--- src/rtl/wb_commit_pipe.sv ---
// Writeback stage: priority-selects the committed result, registers it toward the register
// files and keeps a short history of committed writes for decode bypass lookups.
module wb_commit_pipe #(
  parameter int unsigned XLEN  = 32,
  parameter int unsigned NSRC  = 5,
  parameter int unsigned DEPTH = 2,
  parameter int unsigned REGW  = 5
) (
  input  logic                 clk,
  input  logic                 Rst,
  input  logic                 hold,
  input  logic [NSRC-2:0]      src_sel,
  input  logic [NSRC*XLEN-1:0] src_data,
  input  logic [REGW-1:0]      rd,
  input  logic                 regwrite,
  input  logic                 fpusrc,
  output logic [XLEN-1:0]      wb_res,
  output logic [REGW-1:0]      wb_rd_q,
  output logic [XLEN-1:0]      wb_res_q,
  output logic                 wb_regwrite_q,
  output logic                 wb_fpusrc_q,
  input  logic [REGW-1:0]      lk_rs,
  input  logic                 lk_fp,
  output logic                 lk_hit,
  output logic [XLEN-1:0]      lk_data,
  output logic                 sel_err,
  output logic [31:0]          commit_cnt
);

  logic [DEPTH-1:0] we_q;
  logic [DEPTH-1:0] fp_q;
  logic [REGW-1:0]  rd_q  [DEPTH];
  logic [XLEN-1:0]  res_q [DEPTH];
  logic             sel_err_q;
  logic [31:0]      commit_cnt_q;

  logic accept;
  logic eff_we;
  logic multi_sel;

  assign accept = ~hold;
  assign eff_we = regwrite & ~(~fpusrc & (rd == '0));

  // Lowest asserted select wins; the last source is the fallback (ALU).
  always_comb begin
    logic found;
    logic seen;
    found     = 1'b0;
    seen      = 1'b0;
    multi_sel = 1'b0;
    wb_res    = src_data[(NSRC-1)*XLEN +: XLEN];
    for (int i = 0; i < int'(NSRC) - 1; i++) begin
      if (src_sel[i]) begin
        if (!found) begin
          wb_res = src_data[i*XLEN +: XLEN];
        end
        found     = 1'b1;
        multi_sel = multi_sel | seen;
        seen      = 1'b1;
      end
    end
  end

  always_ff @(posedge clk) begin
    if (Rst) begin
      we_q         <= '0;
      fp_q         <= '0;
      sel_err_q    <= 1'b0;
      commit_cnt_q <= '0;
      for (int k = 0; k < int'(DEPTH); k++) begin
        rd_q[k]  <= '0;
        res_q[k] <= '0;
      end
    end else if (accept) begin
      we_q[0]  <= eff_we;
      fp_q[0]  <= fpusrc;
      rd_q[0]  <= rd;
      res_q[0] <= wb_res;
      for (int k = 1; k < int'(DEPTH); k++) begin
        we_q[k]  <= we_q[k-1];
        fp_q[k]  <= fp_q[k-1];
        rd_q[k]  <= rd_q[k-1];
        res_q[k] <= res_q[k-1];
      end
      if (multi_sel) begin
        sel_err_q <= 1'b1;
      end
      if (eff_we) begin
        commit_cnt_q <= commit_cnt_q + 32'd1;
      end
    end
  end

  // Scan oldest to newest so the newest matching entry overrides.
  always_comb begin
    lk_hit  = 1'b0;
    lk_data = '0;
    for (int k = int'(DEPTH) - 1; k >= 0; k--) begin
      if (we_q[k] && (fp_q[k] == lk_fp) && (rd_q[k] == lk_rs) && !(!lk_fp && (lk_rs == '0))) begin
        lk_hit  = 1'b1;
        lk_data = res_q[k];
      end
    end
  end

  assign wb_rd_q       = rd_q[0];
  assign wb_res_q      = res_q[0];
  assign wb_regwrite_q = we_q[0];
  assign wb_fpusrc_q   = fp_q[0];
  assign sel_err       = sel_err_q;
  assign commit_cnt    = commit_cnt_q;

endmodule

--- config.mk ---
export PLATFORM = sky130hd
export DESIGN_NAME = wb_commit_pipe
export DESIGN_NICKNAME = d
export VERILOG_FILES = /design/src/rtl/wb_commit_pipe.sv
export SDC_FILE = /design/constraint.sdc
export NUM_CORES = 1
export LEC_CHECK = 0
export BUFFER_PORTS_ARGS = -buffer_cell sky130_fd_sc_hd__buf_2
export CORE_MARGIN = 10
export CORE_UTILIZATION = 30
export CTS_BUF_LIST = sky130_fd_sc_hd__clkbuf_8
export DETAILED_ROUTE_END_ITERATION = 8
export PLACE_DENSITY_LB_ADDON = 0.08
export SLEW_MARGIN = 20
export SYNTH_ARGS = -nofsm -noshare
export SYNTH_HDL_FRONTEND = slang
export SYNTH_SLANG_ARGS = --single-unit
--- constraint.sdc ---
create_clock -name clk -period 3.77 [get_ports clk]
set_clock_uncertainty 0.1 [all_clocks]
set_input_delay 0.5655 -clock clk [delete_from_list [all_inputs] [get_ports clk]]
set_output_delay 0.5655 -clock clk [all_outputs]
set_load 0.02 [all_outputs]
==> impl_metrics.ini <==
[clocking]
cts_tree = yes
cts_made_buffers = 9
clock-sinks = 111
htreeDepth = 3
clkTransAtPathRegs_ns = 0.13
cts_setup_buffers = 0
postCtsHoldBufs = 0
insertion_delay_ns = 0.39
clockBufferDepth = 2
ctsRootBufferMaster = clkbuf_8
post_cts_resized = 0

[sta]
fmax_mhz = 321
maxSlewHeadroom = 0.518
fin_crit_ns = 3.12
final_max_slew_viol_count = 0
fin_setup_tns_ns = 0
setup_viol = 0
rsz0062_at_grt = false
worstMarginPinSlew_ns = 0.720
period_share = 0.826
hold_viol_final = 0

[yosys]
ys_async_sr_fraction = 0
yosysWarnings = 0
synth_seq_cells = 111
ys.flop_type = edfxtp_1
yosys.area.top_type = edfxtp_1
syn-cell-area_um2 = 6690
seq_area_frac_synth = 0.443
synth_edf_count = 74
ys_types = 49
yosysTopAreaCellShare = 0.332
yosys-top-cells-area = edfxtp_1 33%, dfxtp_1 11%, o22ai_1 5.9%, mux2i_1 5.4%, a211o_1 4.2%
syn-num-nets = 911
netlist_instances = 730
syn_avg_cell_area_um2 = 9.16

[drt]
wire_per_inst_um = 20.5
route.vias.total = 6369
drtIter0Drc = 402
drc = 0
drtPass1Iterations = 5
vias_per_cell = 5.04
drt_wl_total_um = 25900
ant_nets = 0

[setup_path]
r2r_slack_ns = 1.48
worstPathCellList = xor2_1 -> nor3_1 -> nand3_2 -> buf_12 -> mux2i_1 -> buf_2
max_stage_delay_ns = 0.45
rr_worst_depth = 5
critPathMaxFanout = 22
critPathKind = reg2out
cp_slowest_cell = edfxtp_1
cp-start-kind = register
reg2reg_from = commit_cnt[0]
cp.required_ns = 3.10
cp.arrival_ns = 2.45
critPathCaptureType = output pin
rr_endpoint = commit_cnt[28]

[layout]
finish.instance_area_um2 = 8480
drive_gt1_frac = 0.370
final_cells = 1263
finalNetCount = 1158
syn_to_final_growth_pct = 26.7
layout_common_cells = 316 x buf_2, 74 x nand2_1, 74 x edfxtp_1
nFillCells = 2337
mostFrequentLayoutCell = buf_2
fin_util = 0.387

[status]
status = complete, no violations

[floorplan]
fp.dieH_um = 169
die_x_um = 169
die-area_um2 = 28700
rows = 54
pin_count = 317
core_area_um2 = 21900
initial_core_util = 0.305

[global_routing]
grt_pass1_vias = 6399
grt_max_degree = 41
grt-ovfl-total = 0
grt_usage = 0.170
antenna_found_initial = 1
grt_first_pass_wirelength_um = 39000

[placed_design]
dp_hpwl_um = 19800
io_buffers = 316
placedInstanceArea_um2 = 8270
dp.cells = 1246
gp_congestion = 0.786

[job]
cap_violations = 0

[min_path]
min_path_type = in2reg
hold_start = fpusrc
hold_end = fp_q[0]
min_path_cells = 3

[pwr]
vdd_drop_max_mv = 0.186
p_leak_nw = 4.09
p_per_area_nw_per_um2 = 325
==> worst max-delay path by stage <==
stage	from	slack, ns	cells after the start	to
after global placement	src_sel[0]	0.82	7	wb_res[23]
after CTS	rd_q[0][3]	0.61	6	lk_data[3]
after global routing	rd_q[0][2]	0.45	6	lk_data[7]
after floorplan	Rst	0.26	3	rd_q[0][0]
final	rd_q[0][3]	0.65	6	lk_data[9]
after detailed placement	lk_rs[3]	0.78	7	lk_data[3]
==> stage by stage <==
| step | worst slack (ns) | hold WS (ns) | total power, W |
|---|---|---|---|
| floorplan | 0.260 | 0.356 | 0.00180 |
| global placement | 0.825 | 0.366 | 0.00203 |
| detailed placement | 0.780 | 0.378 | 0.00203 |
| CTS | 0.610 | 0.311 | 0.00280 |
| global route | 0.451 | 0.342 | 0.00290 |
| finish | 0.654 | 0.330 | 0.00276 |
==> flip-flops by register name (all words and copies together) (netlist names) <==
signal	cells
res_q	64
commit_cnt	32
rd_q	10
fp_q	2
we_q	2
sel_err	1
==> cell families (layout without fill, tap and decap cells) <==
group	Yosys count	after routing	synth area share
buf+inv	136	388	0.105
fa+ha+maj	2	2	0.00337
mux	44	44	0.0674
other cells	0	1	0
compound gates	173	173	0.169
xor+xnor	18	18	0.0236
flops	111	111	0.443
simple gates	246	246	0.189
==> power by group <==
part           switching [W]  internal, W  leakage (nW)  total (W)
combinational       0.000366     0.000225          2.87   0.000592
sequential         0.0000318      0.00137          1.11    0.00140
clock               0.000431     0.000330         0.103   0.000761
==> cells in the mapped netlist (all sizes together), types with 9 or more instances <==
master,number
clkbuf,39
nand2,74
o22ai,63
nor4,9
nor2b,9
or4,14
o31ai,13
buf,58
o21ai,9
edfxtp,74
a21oi,50
a211o,32
inv,39
mux2i,36
nand4,42
xor2,12
nor2,53
and2,13
dfxtp,37
==> area by class of cell <==
class / count / area, um^2 / area share
Antenna cell: 1 / 2.50 / 0.000295
Clock buffer: 10 / 138 / 0.0162
Clock inverter: 6 / 68.8 / 0.00812
Inverter: 39 / 146 / 0.0173
Multi-Input combinational cell: 483 / 3050 / 0.360
Sequential cell: 111 / 2960 / 0.350
Tap cell: 280 / 350 / 0.0413
Timing Repair Buffer: 333 / 1760 / 0.208
==> critical path: cells and delay by family, from the launching register on <==
| kind | cells | cell delay, ns |
|---|---|---|
| xor gates and xnor gates | 1 | 0.16 |
| buffers and inverters | 2 | 0.55 |
| DFF | 1 | 0.45 |
| muxes | 1 | 0.18 |
| and+or+nand+nor | 2 | 0.70 |
==> routing by layer <==
metal,global-route usage,part of all wire
met1,0.215,0.43
met2,0.285,0.48
met3,0.0417,0.074
met4,0.0439,0.014
met5,0,0
Power figures use the tool's default switching activity.
